File: config.mk
export PLATFORM = sky130hd
export DESIGN_NAME = digit_bbox_detect
export DESIGN_NICKNAME = d
export VERILOG_FILES = /design/src/rtl/digit_bbox_detect.sv
export SDC_FILE = /design/constraint.sdc
export NUM_CORES = 1
export LEC_CHECK = 0
export BUFFER_PORTS_ARGS = -buffer_cell sky130_fd_sc_hd__buf_4
export CORE_MARGIN = 5
export CORE_UTILIZATION = 45
export CTS_BUF_LIST = sky130_fd_sc_hd__clkbuf_8
export DETAILED_ROUTE_END_ITERATION = 10
export PLACE_DENSITY = 0.63
export SYNTH_ARGS = -nofsm -noshare
export SYNTH_HDL_FRONTEND = slang
export SYNTH_SLANG_ARGS = --single-unit
File: constraint.sdc
create_clock -name clk -period 6.3 [get_ports clk]
set_input_delay 1.89 -clock clk [delete_from_list [all_inputs] [get_ports clk]]
set_output_delay 1.89 -clock clk [all_outputs]
set_load 0.02 [all_outputs]
File: src/rtl/digit_bbox_detect.sv
// digit_bbox_detect
// Scans the grayscale pixel stream of each frame and reports the bounding box
// of the dark (foreground) pixels, plus a flag saying whether enough dark
// pixels were seen to call it a digit. Results update once per frame, two
// clocks after the last pixel, and hold until the next completed frame.
//
// Ports:
//   clk          pixel clock
//   rst          synchronous active-high reset
//   de           pixel valid; hcount/lcount/datain sampled only when high
//   hcount       horizontal coordinate of the current pixel
//   lcount       vertical coordinate of the current pixel
//   datain       grayscale pixel value (dark = value below THRESHOLD)
//   Upper_data   minimum lcount of foreground pixels in last valid frame
//   Lower_data   maximum lcount
//   Lift_data    minimum hcount
//   Right_data   maximum hcount
//   digit_found  last completed frame held >= MIN_PIXELS foreground pixels
//   frame_done   one-cycle pulse when the outputs have just been updated
//   o_dbg_state  current FSM state (IDLE=0, SCAN=1, LATCH=2)
//
// Handshake: no back-pressure. Each cycle with de high carries one pixel;
// cycles with de low are ignored. Pixels arriving in the LATCH cycle are
// dropped, which is safe because blanking always separates frames.
module digit_bbox_detect #(
  parameter int         H_ACTIVE   = 480,
  parameter int         V_ACTIVE   = 272,
  parameter logic [7:0] THRESHOLD  = 8'd128,
  parameter int         MIN_PIXELS = 16
) (
  input  logic       clk,
  input  logic       rst,
  input  logic       de,
  input  logic [8:0] hcount,
  input  logic [8:0] lcount,
  input  logic [7:0] datain,
  output logic [8:0] Upper_data,
  output logic [8:0] Lower_data,
  output logic [8:0] Lift_data,
  output logic [8:0] Right_data,
  output logic       digit_found,
  output logic       frame_done,
  output logic [1:0] o_dbg_state
);

  localparam logic [8:0]  H_LAST  = 9'(H_ACTIVE - 1);
  localparam logic [8:0]  V_LAST  = 9'(V_ACTIVE - 1);
  localparam logic [16:0] MIN_CNT = 17'(MIN_PIXELS);

  typedef enum logic [1:0] {
    S_IDLE  = 2'd0,
    S_SCAN  = 2'd1,
    S_LATCH = 2'd2
  } state_t;

  state_t      r_state, w_state_nxt;

  logic [8:0]  r_min_l, r_max_l, r_min_h, r_max_h;
  logic [16:0] r_fg_cnt;
  logic [8:0]  w_min_l_nxt, w_max_l_nxt, w_min_h_nxt, w_max_h_nxt;
  logic [16:0] w_fg_cnt_nxt;

  logic [8:0]  r_upper, r_lower, r_lift, r_right;
  logic        r_found, r_done;
  logic [8:0]  w_upper_nxt, w_lower_nxt, w_lift_nxt, w_right_nxt;
  logic        w_found_nxt, w_done_nxt;

  // Base values the current pixel is folded into: either the running
  // registers, or the initial values when this pixel starts a new frame.
  logic [8:0]  w_b_min_l, w_b_max_l, w_b_min_h, w_b_max_h;
  logic [16:0] w_b_cnt;
  logic        w_fold_en;

  logic w_sof, w_eof, w_fg;

  assign w_sof = de && (hcount == 9'd0)   && (lcount == 9'd0);
  assign w_eof = de && (hcount == H_LAST) && (lcount == V_LAST);
  assign w_fg  = de && (datain < THRESHOLD);

  always_comb begin
    w_state_nxt  = r_state;
    w_upper_nxt  = r_upper;
    w_lower_nxt  = r_lower;
    w_lift_nxt   = r_lift;
    w_right_nxt  = r_right;
    w_found_nxt  = r_found;
    w_done_nxt   = 1'b0;
    w_fold_en    = 1'b0;
    w_b_min_l    = r_min_l;
    w_b_max_l    = r_max_l;
    w_b_min_h    = r_min_h;
    w_b_max_h    = r_max_h;
    w_b_cnt      = r_fg_cnt;

    case (r_state)
      S_IDLE: begin
        if (w_sof) begin
          w_fold_en   = 1'b1;
          w_b_min_l   = 9'h1FF;
          w_b_max_l   = 9'd0;
          w_b_min_h   = 9'h1FF;
          w_b_max_h   = 9'd0;
          w_b_cnt     = 17'd0;
          w_state_nxt = S_SCAN;
        end
      end
      S_SCAN: begin
        w_fold_en = 1'b1;
        // A SOF here means the previous EOF was lost: restart silently.
        if (w_sof) begin
          w_b_min_l = 9'h1FF;
          w_b_max_l = 9'd0;
          w_b_min_h = 9'h1FF;
          w_b_max_h = 9'd0;
          w_b_cnt   = 17'd0;
        end else if (w_eof) begin
          w_state_nxt = S_LATCH;
        end
      end
      S_LATCH: begin
        w_done_nxt = 1'b1;
        if (r_fg_cnt >= MIN_CNT) begin
          w_upper_nxt = r_min_l;
          w_lower_nxt = r_max_l;
          w_lift_nxt  = r_min_h;
          w_right_nxt = r_max_h;
          w_found_nxt = 1'b1;
        end else begin
          w_found_nxt = 1'b0;
        end
        w_state_nxt = S_IDLE;
      end
      default: w_state_nxt = S_IDLE;
    endcase

    w_min_l_nxt  = r_min_l;
    w_max_l_nxt  = r_max_l;
    w_min_h_nxt  = r_min_h;
    w_max_h_nxt  = r_max_h;
    w_fg_cnt_nxt = r_fg_cnt;
    if (w_fold_en) begin
      w_min_l_nxt  = (w_fg && (lcount < w_b_min_l)) ? lcount : w_b_min_l;
      w_max_l_nxt  = (w_fg && (lcount > w_b_max_l)) ? lcount : w_b_max_l;
      w_min_h_nxt  = (w_fg && (hcount < w_b_min_h)) ? hcount : w_b_min_h;
      w_max_h_nxt  = (w_fg && (hcount > w_b_max_h)) ? hcount : w_b_max_h;
      w_fg_cnt_nxt = (w_fg && (w_b_cnt != 17'h1FFFF)) ? w_b_cnt + 17'd1 : w_b_cnt;
    end
  end

  always_ff @(posedge clk) begin
    if (rst) begin
      r_state  <= S_IDLE;
      r_min_l  <= 9'h1FF;
      r_max_l  <= 9'd0;
      r_min_h  <= 9'h1FF;
      r_max_h  <= 9'd0;
      r_fg_cnt <= 17'd0;
      r_upper  <= 9'd0;
      r_lower  <= 9'd0;
      r_lift   <= 9'd0;
      r_right  <= 9'd0;
      r_found  <= 1'b0;
      r_done   <= 1'b0;
    end else begin
      r_state  <= w_state_nxt;
      r_min_l  <= w_min_l_nxt;
      r_max_l  <= w_max_l_nxt;
      r_min_h  <= w_min_h_nxt;
      r_max_h  <= w_max_h_nxt;
      r_fg_cnt <= w_fg_cnt_nxt;
      r_upper  <= w_upper_nxt;
      r_lower  <= w_lower_nxt;
      r_lift   <= w_lift_nxt;
      r_right  <= w_right_nxt;
      r_found  <= w_found_nxt;
      r_done   <= w_done_nxt;
    end
  end

  assign Upper_data  = r_upper;
  assign Lower_data  = r_lower;
  assign Lift_data   = r_lift;
  assign Right_data  = r_right;
  assign digit_found = r_found;
  assign frame_done  = r_done;
  assign o_dbg_state = r_state;

endmodule
* Yosys cells after proc, flatten, opt, wreduce, memory -nomap -nowiden
Cells that the tools add are included.
** Operators by class
- Muxes and demuxes :: 23
- Reduce and logical (&&, ||, !) cells :: 16
- Add/sub/neg operators :: 1
- Eq/ne operators :: 8
- Bitwise operators :: 0
- Shift operators :: 0
- Divide/modulo/power cells :: 0
- Order comparisons :: 6
- $mul :: 0
** Operators by type and width (number)
- 9-bit two-way mux :: 12
- 17-bit two-way mux :: 3
- 9-bit equality test, second input constant :: 2
- 9-bit greater-than comparator :: 2
- 9-bit zero test :: 2
- 9-bit less-than comparator :: 2
- 17-bit by 1-bit adder with 17-bit output, second input constant :: 1
- 17-bit by 5-bit >= comparator with 1-bit output, second input constant :: 1
- 17-bit != test, second input constant :: 1
- 1-bit logical AND :: 10
- 8-bit less-than comparator, second input constant :: 1
- 2-bit two-way mux :: 3
- 2-bit != test, second input constant :: 3
- 2-bit case mux with 2 select lines :: 1
- 1-bit two-way mux :: 3
- 3-bit AND reduction :: 1
- 2-bit by 1-bit equality test with 1-bit output, second input constant :: 1
- 2-bit equality test, second input constant :: 1
- 2-bit zero test :: 1
- 1-bit case mux with 2 select lines :: 1
- 2-bit AND reduction :: 1
- 2-bit OR reduction :: 1
** Storage, ports and cells
- Memories kept :: 0
- Memory bits (read-only) :: 0
- Bits in latches :: 0
- Register bits after elaboration :: 93
- RAM bits :: 0
- Output and inout bits :: 40
- Input bits :: 29

* Depth between registers and ports, before layout
Gate-level depths: netlist (run 1).
- Depth in word-level cells :: 8
- Depth in mapped cells :: 17
- Mapped depth without buffers :: 14

* Worst setup path after synthesis (run 1)
OpenSTA, ideal clock, no wires.
- Path type :: in2reg
- Start point :: input port lcount[8]
- End point :: register r_fg_cnt[8]
- Stages on the path :: 17
- Path slack :: 0.870 ns
- Required time :: 6.185 ns
- Library setup time :: 0.115 ns
- Arrival time :: 5.315 ns
- Cells stage by stage :: buf_2 -> nor4_4 -> nand4_2 -> or2_1 -> clkbuf_1 -> clkbuf_1 -> and2_1 -> ha_1 -> nand4_1 -> nor4_1 -> ha_1 -> or3b_1 -> nor2_1 -> nand4_1 -> or4b_1 -> xor2_1 -> and2_1
** On the way
- Longest elaborated chain between the ends :: 7
** RTL lines
- from (decl) :: RTL line 35 : input logic [8:0] lcount,
- 9-bit zero test * :: RTL line 76 : assign w_sof = de && (hcount == 9'd0) && (lcount == 9'd0);
- 1-bit logical AND * :: RTL line 76
- branches (longest 5 deep; another with 17-bit by 1-bit adder with 17-bit output)
- to (signal assigned) :: RTL line 170 : r_fg_cnt <= w_fg_cnt_nxt;
- to (decl) :: RTL line 59 : logic [16:0] r_fg_cnt;
Mark *: on every way between the ends.
A chain may end at the register's enable or synchronous reset.

* Worst setup path in the final report (run 1)
- Start point :: input port hcount[2]
- End point :: register r_fg_cnt[15]
** On the way
- Longest elaborated chain between the ends :: 8
** RTL lines
- from (decl) :: RTL line 34 : input logic [8:0] hcount,
- 9-bit zero test * :: RTL line 76
- 1-bit logical AND * (2 in series) :: RTL line 76
- branches (longest 5 deep; another with 17-bit by 1-bit adder with 17-bit output)
Marked as above.

==> impl_results.md, run 1 <==
- Cell type of the slowest stage on the worst timing path: sky130_fd_sc_hd__or2_1
- Setup fix buffers added after clock tree synthesis: 0
- Share of power burned in the clock network: 34.6%
- Pwr/cell area: 191 mW/mm²
- TritonRoute pass-1 iters: 4
- Grt met2 use: 30.4%
- Proportion of power drawn by flip-flops and latches: 59.1%
- Wire length of the first global-routing pass: 17,700 µm
- Clock tree from TritonCTS: done
- Seq cells post-synth: 93
- Peak VDD IR: 0.000144 V
- Post-Synth XOR/XNOR Area: 1.96%
- Estimated wirelength of the detail-placed design: 7720 µm
- Critical register-to-register path startpoint: o_dbg_state[1]$_SDFFE_PP0P_
- Combinational Power Share: 6.3%
- Critical Path Sink Type: flop
- Highest cell delay on the worst timing path: 0.47 ns
- Cells along the critical path: buf_4 > nor4_1 > nand2_1 > or2_1 > and2_1 > ha_1 > nand4_1 > nor4_1 > ha_1 > or3b_1 > nor4_1 > o211ai_1 > or3_1 > a21oi_1
- Die outline area: 0.0120 mm²
- DIE WIDTH: 110 µm
- Synth Area in Simple Gates: 20.2%
- Final count of negative-setup-slack endpoints: 0
- Required time worst endpoint: 6.59 ns
- Post-Layout Cell Count: 672
- Largest net degree at the start of global routing: 48
- Global routing's busiest layer: met2
- Number of synthesized flops with an enable pin: 0
- Commonest register cell after synthesis: sky130_fd_sc_hd__dfxtp_1
- Core Footprint: 0.00973 mm²
- Met1 Resource Use GR: 24.7%
- Vert. Die Dim: 110 µm
- Antenna violations before repair: 0
- TritonCTS buffer count: 9
- Overflow after GRT: 0
- Worst slew margin relative to its limit: 47.5%
- Cell leakage power: 2.31 nW
- Netlist cell types: 58
- Pins Over Slew Limit: 0
- Placed insts: 657
- Via density per instance: 5.52
- Synthesized instance count: 478
- Yosys top cell area share: 41.6%
- Share of flip-flops with an asynchronous set or reset: 0%
- Combined global-route utilization of all metal layers: 18.8%
- Worst-path fanout max: 14
- Final routed DRC violation total: 0
- Net Count, Synth: 541
- Area growth from synthesis to layout: 16.3%
- Final worst path period share: 85.6%
- Synth Cell Area: 0.00447 mm²
- Switching power total: 0.238 mW
- Internal cell power: 0.757 mW
- Cell repeated most along the worst path: sky130_fd_sc_hd__nor4_1
- Slew at the pin closest to its max-slew limit: 0.785 ns
- Number of instances resized during post-cts repair: 0
- Via count of the first global-routing pass: 3,611
- Clock latency reported for the late side of the worst-skew pair: 0.36 ns
- Synth Area in Compound Gates: 15.6%
- DR iter-0 viols: 159
- Post-CTS Hold Fix Bufs: 0
- Depth of the worst register-to-register path: 13
- Layout cell share with drive strength beyond 1: 15.8%
- Setup TNS: 0 ns
- Startpoint Class: input port
- Hold Vio Cnt, Final: 0
- I/O pin cnt: 69
- Switching part of the total power: 23.9%
- Mean instance size in the synthesized netlist: 9.35 µm²
- Number of sinks handled by clock tree synthesis: 93
- Global routing met3 resource utilization: 2.99%
- Launch point of the worst hold path: digit_found$_SDFFE_PP0P_
- Yosys warnings: 0
- Starting Density: 45.9%
- Via count: 3,710
- Worst Clk Skew: 0.0105 ns
- Proportion of synthesized chip area in sequential cells: 41.6%
- Unrepaired setup endpoints after global routing: false
- Per-cell routed wire length: 15.8 µm
- Clock tree root driver cell: sky130_fd_sc_hd__clkbuf_8
- Clock tree buffer depth: 2
- Highest clock frequency the design can meet: 186 MHz
- Final Net Count: 598
- Most used standard cell by instance count after synthesis: sky130_fd_sc_hd__dfxtp_1
- Max-cap viol count: 0
- Area share of fa/ha/maj cells after synthesis: 9.96%
- Num rows: 36
- Status: finished, final reports clean
- Total wire length after detailed routing: 10,600 µm
- Number of antenna diodes: 0
- Dominant combinational cell family by area after synthesis: simple AND/OR/NAND/NOR gates
- H-tree depth reported by CTS: 3
- Depth of the worst hold-timing path: 2
- Count of port buffers added during placement: 61
- Signal arrival time at the worst endpoint: 5.68 ns
- Critical path class: input port to flop
- Clock period minus worst slack: 5.39 ns
- Class of the tightest hold or removal check: flop to flop
- Most frequent cells after synthesis: sky130_fd_sc_hd__dfxtp_1 (93), sky130_fd_sc_hd__nor2_1 (81), sky130_fd_sc_hd__mux2i_1 (35)
- End point of the worst hold path: digit_found$_SDFFE_PP0P_
- Remaining antenna violation count after routing: 0
- Setup slack of the worst register-to-register path: 2.50 ns
- Final weighted congestion of routability-driven global placement: 0.868
- Reg-to-reg endpoint: r_fg_cnt[15]$_SDFFE_PP0P_
- Mux share of post-synthesis cell area: 7.84%
- Clock edge transition at the registers on the reported setup and hold paths: 0.08 ns
- Post-synth top area cell: sky130_fd_sc_hd__dfxtp_1
- Cell types with the largest area share after synthesis: sky130_fd_sc_hd__dfxtp_1 (42%), sky130_fd_sc_hd__ha_1 (9.5%), sky130_fd_sc_hd__mux2i_1 (7.8%)
cell usage in the layout, fill, tap and decap left out, types with 3 or more instances in the layout:
cell type and count:
sky130_fd_sc_hd__a21oi_1 10, sky130_fd_sc_hd__xor2_1 3, sky130_fd_sc_hd__a32o_1 8, sky130_fd_sc_hd__nor2_1 81, sky130_fd_sc_hd__dfxtp_1 93, sky130_fd_sc_hd__nor2b_1 4, sky130_fd_sc_hd__o21ai_1 8, sky130_fd_sc_hd__xnor2_1 7
sky130_fd_sc_hd__o22a_1 17, sky130_fd_sc_hd__nand2b_1 4, sky130_fd_sc_hd__inv_1 14, sky130_fd_sc_hd__nand4_1 8, sky130_fd_sc_hd__and2_1 7, sky130_fd_sc_hd__nor4_1 12, sky130_fd_sc_hd__buf_4 65, sky130_fd_sc_hd__a22o_1 9
sky130_fd_sc_hd__nor3_1 8, sky130_fd_sc_hd__a211oi_1 4, sky130_fd_sc_hd__or3_1 4, sky130_fd_sc_hd__and3_1 4, sky130_fd_sc_hd__ha_1 34, sky130_fd_sc_hd__nand2_1 34, sky130_fd_sc_hd__nand3_1 8, sky130_fd_sc_hd__o21a_1 6
sky130_fd_sc_hd__o21ai_0 6, sky130_fd_sc_hd__clkbuf_8 10, sky130_fd_sc_hd__mux2i_1 35
critical path: cells and delay by family:
kind / cells / cell delay, ns
fa+ha+maj: 2 / 0.47
buf+inv: 1 / 0.15
simple gates: 9 / 2.69
compound gates: 2 / 0.49
worst max-delay path by stage:
stage	end	startpoint	slack, ns
after floorplan	r_fg_cnt[8]$_SDFFE_PP0P_	lcount[8]	0.87
after global placement	r_fg_cnt[11]$_SDFFE_PP0P_	hcount[2]	0.56
after detailed placement	r_fg_cnt[9]$_SDFFE_PP0P_	hcount[2]	0.55
after CTS	r_fg_cnt[15]$_SDFFE_PP0P_	hcount[2]	0.94
after global routing	r_fg_cnt[11]$_SDFFE_PP0P_	hcount[2]	0.52
final	r_fg_cnt[15]$_SDFFE_PP0P_	hcount[2]	0.91
state kept, by name (all words and copies together), names as in the netlist:
register	cells
Upper_data	9
digit_found	1
Lower_data	9
r_min_h	9
r_fg_cnt	17
o_dbg_state	2
frame_done	1
r_max_h	9
Right_data	9
r_min_l	9
r_max_l	9
Lift_data	9
cells by family after synthesis:
group | after synthesis
compound gates | 88
xor+xnor | 10
fa+ha+maj | 36
buf+inv | 30
flops | 93
mux | 35
simple gates | 186
power by group through the flow:
stage | logic, mW | clock network (mW) | registers, mW
after global routing | 0.0696 | 0.376 | 0.587
final | 0.0627 | 0.344 | 0.587
after CTS | 0.0629 | 0.356 | 0.587
after detailed placement | 0.0626 | 0 | 0.601
after global placement | 0.0612 | 0 | 0.601
after floorplan | 0.0321 | 0 | 0.601
final cells by class:
cell class	instances	area (µm²)
Timing Repair Buffer	65	488
Inverter	11	41.3
Multi-Input combinational cell	355	2480
Clock inverter	5	21.3
Clock buffer	10	138
Tap cell	133	166
Fill cell	928	4530
Sequential cell	93	1860
metal layers:
| layer | vias up | share of wire, % |
|---|---|---|
| li1 | 1855 | - |
| met1 | 1772 | 48 |
| met2 | 69 | 46 |
| met3 | 14 | 4.0 |
| met4 | 0 | 2.1 |
| met5 | - | 0 |
per-stage QoR:
stage | setup slack [ns] | hold slack [ns] | cell area (µm²) | total power, mW | utilization [%]
floorplan | 0.870 | 0.450 | 4470 | 0.633 | -
global placement | 0.558 | 0.445 | 5040 | 0.662 | 51.8
detailed placement | 0.548 | 0.455 | 5040 | 0.664 | 51.8
CTS | 0.941 | 0.467 | 5200 | 1.01 | 53.5
global route | 0.521 | 0.511 | 5200 | 1.03 | 53.5
finish | 0.909 | 0.465 | 5200 | 0.994 | 53.5
Power figures use the tool's default switching activity.
==> run 2, diff against run 1 <==
--- a/config.mk
+++ b/config.mk
@@ -11,6 +11,7 @@
 export CTS_BUF_LIST = sky130_fd_sc_hd__clkbuf_8
 export DETAILED_ROUTE_END_ITERATION = 10
 export PLACE_DENSITY = 0.63
+export RECOVER_POWER = 25
 export SYNTH_ARGS = -nofsm -noshare
 export SYNTH_HDL_FRONTEND = slang
 export SYNTH_SLANG_ARGS = --single-unit
==> impl_results.md, run 2 (synthesis gave the netlist of run 1 again) <==
- Status: finished with violations
- Violations in the final reports: max-capacitance violations, max-slew violations
- TritonRoute pass-1 iters: 4 (unchanged)
- Num rows: 36 (unchanged)
- Per-cell routed wire length: 15.8 µm (-0.22%)
- Setup slack of the worst register-to-register path: 2.49 ns (about the same)
- Max-cap viol count: 1 (+1)
- Starting Density: 45.9% (unchanged)
- Via density per instance: 5.53 (about the same)
- Final routed DRC violation total: 0 (unchanged)
- DIE WIDTH: 110 µm (unchanged)
- Clock period minus worst slack: 5.39 ns (-0.00398 ns)
- Via count of the first global-routing pass: 3,611 (unchanged)
- Worst-path fanout max: 14 (unchanged)
- Reg-to-reg endpoint: r_fg_cnt[15]$_SDFFE_PP0P_
- Clock tree from TritonCTS: done
- Largest net degree at the start of global routing: 48 (unchanged)
- Critical path class: input port to flop
- Overflow after GRT: 0 (unchanged)
- Clock edge transition at the registers on the reported setup and hold paths: 0.08 ns (about the same)
- Area growth from synthesis to layout: 16.2%
- Cell leakage power: 2.30 nW (-0.34%)
- Final weighted congestion of routability-driven global placement: 0.868 (unchanged)
- Unrepaired setup endpoints after global routing: false
- Worst Clk Skew: 0.0106 ns (+0.000113 ns)
- Class of the tightest hold or removal check: flop to flop
- Hold Vio Cnt, Final: 0 (unchanged)
- Count of port buffers added during placement: 61 (unchanged)
- Critical Path Sink Type: flop
- Peak VDD IR: 0.000144 V (-0.42%)
- Remaining antenna violation count after routing: 0 (unchanged)
- Required time worst endpoint: 6.59 ns (about the same)
- Core Footprint: 0.00973 mm² (unchanged)
- Post-CTS Hold Fix Bufs: 0 (unchanged)
- Top library cells by usage in the layout, fill and taps aside: sky130_fd_sc_hd__dfxtp_1 (93), sky130_fd_sc_hd__nor2_1 (81), sky130_fd_sc_hd__buf_4 (63)
- Estimated wirelength of the detail-placed design: 7720 µm (unchanged)
- Clock tree root driver cell: sky130_fd_sc_hd__clkbuf_8
- CP endpoint: r_fg_cnt[15]$_SDFFE_PP0P_
- Vert. Die Dim: 110 µm (unchanged)
- Via count: 3,713 (+0.081%)
- Highest clock frequency the design can meet: 186 MHz (about the same)
- Register with the most flip-flops: r_fg_cnt
- Pwr/cell area: 191 mW/mm² (+0.11%)
- Total wire length after detailed routing: 10,600 µm (-0.22%)
- Slew at the pin closest to its max-slew limit: 2.20 ns (+1.42 ns)
- Clock latency reported for the late side of the worst-skew pair: 0.36 ns (about the same)
- Fin Hold WS: 0.465 ns (-0.0000190 ns)
- Startpoint Class: input port
- Clock tree buffer depth: 2 (unchanged)
- Pins Over Slew Limit: 48 (+48)
- Setup fix buffers added after clock tree synthesis: 0 (unchanged)
- Number of instances resized during post-cts repair: 0 (unchanged)
- Number of antenna diodes: 0 (unchanged)
- Depth of the worst register-to-register path: 13 (unchanged)
- DR iter-0 viols: 156 (-1.9%)
- H-tree depth reported by CTS: 3 (unchanged)
- Worst slew margin relative to its limit: -46.8% (-94 points)
- Combined global-route utilization of all metal layers: 18.8% (unchanged)
- Most frequent standard cell in the layout excluding fill and tap cells: sky130_fd_sc_hd__dfxtp_1
- Critical register-to-register path startpoint: o_dbg_state[1]$_SDFFE_PP0P_
- Number of sinks handled by clock tree synthesis: 93 (unchanged)
- I/O pin cnt: 69 (unchanged)
- Critical Path Source: hcount[2]
- Final worst path period share: 85.5% (about the same)
- Number of flip-flops under the largest register name: 17 (unchanged)
- Wire length of the first global-routing pass: 17,700 µm (unchanged)
- Final count of negative-setup-slack endpoints: 0 (unchanged)
- Final Net Count: 598 (unchanged)
- Layout cell share with drive strength beyond 1: 15.4% (-0.37 points)
- Die outline area: 0.0120 mm² (unchanged)
- TritonCTS buffer count: 9 (unchanged)
- Antenna violations before repair: 0 (unchanged)
- Setup TNS: 0 ns (unchanged)
- Signal arrival time at the worst endpoint: 5.68 ns (about the same)
[run 2: area by class of cell]
cell class | instances | area (µm²)
clock buffers | 10 | 138
flip-flops and latches | 93 | 1860
fillers | 930 | 4540
repair buffers | 65 | 480
multi-input cells | 355 | 2480
inverters | 11 | 41.3
clock inverters | 5 | 21.3
well taps | 133 | 166
[run 2: how the worst min path moves through the flow]
| stage | from | endpoint | slack [ns] | cells past startpoint |
|---|---|---|---|---|
| after global placement | digit_found$_SDFFE_PP0P_ | digit_found$_SDFFE_PP0P_ | 0.45 | 2 |
| after CTS | digit_found$_SDFFE_PP0P_ | digit_found$_SDFFE_PP0P_ | 0.47 | 2 |
| after floorplan | r_min_l[0]$_SDFFE_PP1P_ | r_min_l[0]$_SDFFE_PP1P_ | 0.45 | 1 |
| after global routing | digit_found$_SDFFE_PP0P_ | digit_found$_SDFFE_PP0P_ | 0.51 | 2 |
| final | digit_found$_SDFFE_PP0P_ | digit_found$_SDFFE_PP0P_ | 0.46 | 2 |
| after detailed placement | digit_found$_SDFFE_PP0P_ | digit_found$_SDFFE_PP0P_ | 0.45 | 2 |
[run 2: through the flow]
stage | utilization (%) | setup slack [ns] | total power [mW] | area [µm²] | std cells
finish | 53.4 | 0.913 | 0.994 | 5190 | 672
global route | 53.4 | 0.520 | 1.03 | 5190 | 672
CTS | 53.5 | 0.941 | 1.01 | 5200 | 672
detailed placement | 51.8 | 0.548 | 0.664 | 5040 | 657
global placement | 51.8 | 0.558 | 0.662 | 5040 | 657
floorplan | - | 0.870 | 0.633 | 4470 | 478
[run 2: where the power goes]
part           internal (mW)  total [mW]  switching [mW]
Sequential             0.587       0.587     0.000000250
Clock                  0.147       0.344           0.198
Combinational         0.0224      0.0624          0.0401
[run 2: per-layer routing]
| metal | vias up | global-route usage [%] | share of wire, % |
|---|---|---|---|
| met5 | - | 0 | 0 |
| met4 | 0 | 8.64 | 2.1 |
| met3 | 14 | 2.99 | 4.1 |
| met2 | 68 | 30.4 | 45 |
| met1 | 1775 | 24.7 | 48 |
| li1 | 1856 | - | - |
[run 2: worst max-delay path, stage by stage]
cell	delay (ns)
sky130_fd_sc_hd__buf_4	0.15
sky130_fd_sc_hd__nor4_1	0.31
sky130_fd_sc_hd__nand2_1	0.24
sky130_fd_sc_hd__or2_1	0.47
sky130_fd_sc_hd__and2_1	0.26
sky130_fd_sc_hd__ha_1	0.26
sky130_fd_sc_hd__nand4_1	0.11
sky130_fd_sc_hd__nor4_1	0.05
sky130_fd_sc_hd__ha_1	0.22
sky130_fd_sc_hd__or3b_1	0.42
sky130_fd_sc_hd__nor4_1	0.42
sky130_fd_sc_hd__o211ai_1	0.35
sky130_fd_sc_hd__or3_1	0.39
sky130_fd_sc_hd__a21oi_1	0.15
==> run 3, diff against run 2 <==
==> constraint.sdc (replaced) <==
create_clock -name clk -period 5.6 [get_ports clk]
set_input_delay 1.68 -clock clk [delete_from_list [all_inputs] [get_ports clk]]
set_output_delay 1.68 -clock clk [all_outputs]
set_load 0.02 [all_outputs]
==> impl_results.md, run 3 (synthesis gave the netlist of run 1 again) <==
- Status: finished with violations
- Violations in the final reports: max-capacitance violations, max-slew violations
- Reg-to-reg endpoint: r_fg_cnt[9]$_SDFFE_PP0P_
- Clock latency reported for the late side of the worst-skew pair: 0.36 ns (about the same)
- Slack of the critical path: 0.562 ns (-0.351 ns)
- Vert. Die Dim: 110 µm (unchanged)
- Pins Over Slew Limit: 48 (unchanged)
- TritonRoute pass-1 iters: 4 (unchanged)
- Per-cell routed wire length: 15.8 µm (-0.24%)
- Final count of negative-setup-slack endpoints: 0 (unchanged)
- Combined global-route utilization of all metal layers: 19.0% (+0.18 points)
- Remaining antenna violation count after routing: 0 (unchanged)
- Peak VDD IR: 0.000110 V (-23%)
- Startpoint Class: input port
- Worst slew margin relative to its limit: -41.2% (+5.6 points)
- Clock tree root driver cell: sky130_fd_sc_hd__clkbuf_8
- Uppermost metal layer occupied by signal nets: met4
- Unrepaired setup endpoints after global routing: false
- End point of the worst hold path: digit_found$_SDFFE_PP0P_
- Met1 Wirelength: 5010 µm (-2.3%)
- Estimated wirelength of the detail-placed design: 7820 µm (+1.3%)
- Critical path class: input port to flop
- Layout cell share with drive strength beyond 1: 14.2% (-1.2 points)
- Finished layout cell area: 0.00519 mm² (about the same)
- Via density per instance: 5.56 (+0.69%)
- DR iter-0 viols: 136 (-13%)
- Worst Clk Skew: 0.00870 ns (-0.00187 ns)
- Number of antenna diodes: 0 (unchanged)
- Worst-path fanout max: 8 (-6)
- Total met3 wirelength after detailed routing: 444 µm (+2.8%)
- Required time worst endpoint: 5.88 ns (-0.71 ns)
- Largest net degree at the start of global routing: 48 (unchanged)
- Filler Cell Count: 976 (+4.9%)
- Area growth from synthesis to layout: 16.1% (about the same)
- Number of sinks handled by clock tree synthesis: 93 (unchanged)
- Top library cells by usage in the layout, fill and taps aside: sky130_fd_sc_hd__dfxtp_1 (93), sky130_fd_sc_hd__nor2_1 (81), sky130_fd_sc_hd__buf_4 (54)
- Met2 routed wirelength: 4960 µm (+2.8%)
- Max-cap viol count: 1 (unchanged)
- Setup fix buffers added after clock tree synthesis: 0 (unchanged)
- Number of instances resized during post-cts repair: 0 (unchanged)
- Pwr/cell area: 219 mW/mm² (+15%)
- Clock tree from TritonCTS: done
- Overflow after GRT: 0 (unchanged)
- Wire length of the first global-routing pass: 17,900 µm (+1.1%)
- Final weighted congestion of routability-driven global placement: 0.863 (-0.65%)
- Starting Density: 45.9% (unchanged)
- Clock edge transition at the registers on the reported setup and hold paths: 0.09 ns (about the same)
- Depth of the worst register-to-register path: 13 (unchanged)
- Die outline area: 0.0120 mm² (unchanged)
- Most frequent standard cell in the layout excluding fill and tap cells: sky130_fd_sc_hd__dfxtp_1
- Post-CTS Hold Fix Bufs: 0 (unchanged)
- I/O pin cnt: 69 (unchanged)
- Via count of the first global-routing pass: 3,739 (+3.5%)
- Cell leakage power: 2.25 nW (-2.1%)
- Critical Path Sink Type: flop
- Clock period minus worst slack: 5.04 ns
- Core Footprint: 0.00973 mm² (unchanged)
- Critical register-to-register path startpoint: o_dbg_state[1]$_SDFFE_PP0P_
- Depth of the worst hold-timing path: 2 (unchanged)
- Class of the tightest hold or removal check: flop to flop
- Num rows: 36 (unchanged)
- Placed cell area: 0.00506 mm² (+0.45%)
- Final routed DRC violation total: 0 (unchanged)
- Post-placement setup slack: 0.225 ns (-0.323 ns)
- Count of port buffers added during placement: 61 (unchanged)
- TritonCTS buffer count: 9 (unchanged)
- Setup TNS: 0 ns (unchanged)
- Final Net Count: 601 (+0.50%)
- H-tree depth reported by CTS: 3 (unchanged)
- Antenna violations before repair: 0 (unchanged)
- Final worst path period share: 90.0%
- Share of the core filled with cells: 53.3% (about the same)
- Via count: 3,761 (+1.3%)
- DIE WIDTH: 110 µm (unchanged)
- Launch point of the worst hold path: digit_found$_SDFFE_PP0P_
- Total wire length after detailed routing: 10,600 µm (+0.36%)
- Total Power Consumption: 1.14 mW (+15%)
- Clock tree buffer depth: 2 (unchanged)
- Slew at the pin closest to its max-slew limit: 2.12 ns (-0.0843 ns)
- Highest clock frequency the design can meet: 199 MHz
- Register with the most flip-flops: r_fg_cnt
- Setup slack of the worst register-to-register path: 2.07 ns (-0.42 ns)
- Number of flip-flops under the largest register name: 17 (unchanged)
- Signal arrival time at the worst endpoint: 5.32 ns (-0.36 ns)
- Hold Vio Cnt, Final: 0 (unchanged)
==> run 3: cell count changes in the layout (fill, tap and decap cells not counted) <==
cell,delta
sky130_fd_sc_hd__clkinv_4,+1
sky130_fd_sc_hd__inv_1,-2
sky130_fd_sc_hd__clkinv_2,-1
sky130_fd_sc_hd__clkinvlp_4,+3
sky130_fd_sc_hd__buf_4,-9
sky130_fd_sc_hd__clkbuf_1,+12
==> run 3: worst max-delay path, cell delays in order <==
cell	delay, ns
sky130_fd_sc_hd__buf_4	0.14
sky130_fd_sc_hd__nor4_1	0.42
sky130_fd_sc_hd__nand4_2	0.16
sky130_fd_sc_hd__or2_1	0.29
sky130_fd_sc_hd__and2_1	0.19
sky130_fd_sc_hd__ha_1	0.26
sky130_fd_sc_hd__nand4_1	0.11
sky130_fd_sc_hd__nor4_1	0.06
sky130_fd_sc_hd__ha_1	0.22
sky130_fd_sc_hd__or3b_1	0.42
sky130_fd_sc_hd__nor4_1	0.45
sky130_fd_sc_hd__o211ai_1	0.37
sky130_fd_sc_hd__or3_1	0.40
sky130_fd_sc_hd__a21oi_1	0.15
==> run 3: area by class of cell <==
cell class	count	area, µm²	area share, %
clock buffer	10	138	2.65
clock inverter	6	40.0	0.771
timing repair buffer	68	458	8.82
tap	133	166	3.21
inverter	11	41.3	0.796
multi-input combinational	355	2480	47.9
sequential	93	1860	35.9
==> run 3: worst max path at each step <==
stage | from | to | slack [ns] | depth (start not counted)
3_3_place_gp | lcount[3] | r_fg_cnt[13]$_SDFFE_PP0P_ | 0.33 | 14
2_1_floorplan | lcount[8] | r_fg_cnt[8]$_SDFFE_PP0P_ | 0.38 | 17
6_report | lcount[3] | r_fg_cnt[9]$_SDFFE_PP0P_ | 0.56 | 14
5_1_grt | lcount[3] | r_fg_cnt[9]$_SDFFE_PP0P_ | 0.21 | 14
3_5_place_dp | lcount[3] | r_fg_cnt[9]$_SDFFE_PP0P_ | 0.22 | 14
4_1_cts | lcount[3] | r_fg_cnt[9]$_SDFFE_PP0P_ | 0.62 | 14
==> run 3: through the flow <==
| step | std cells | hold WS [ns] |
|---|---|---|
| 2_1_floorplan | 478 | 0.450 |
| 3_3_place_gp | 660 | 0.446 |
| 3_5_place_dp | 660 | 0.454 |
| 4_1_cts | 676 | 0.467 |
| 5_1_grt | 676 | 0.514 |
| 6_report | 676 | 0.465 |
==> run 3: power by group <==
group          switching [mW]  internal [mW]  total (mW)
clock                   0.236          0.172       0.408
sequential        0.000000290          0.661       0.661
combinational          0.0447         0.0254      0.0700
total                   0.281          0.858        1.14
==> run 3: routing by layer <==
metal	vias up	GRT usage, %
met4	0	8.01
met5	-	0
met3	19	3.46
met2	76	31.7
met1	1811	24.2
li1	1855	-
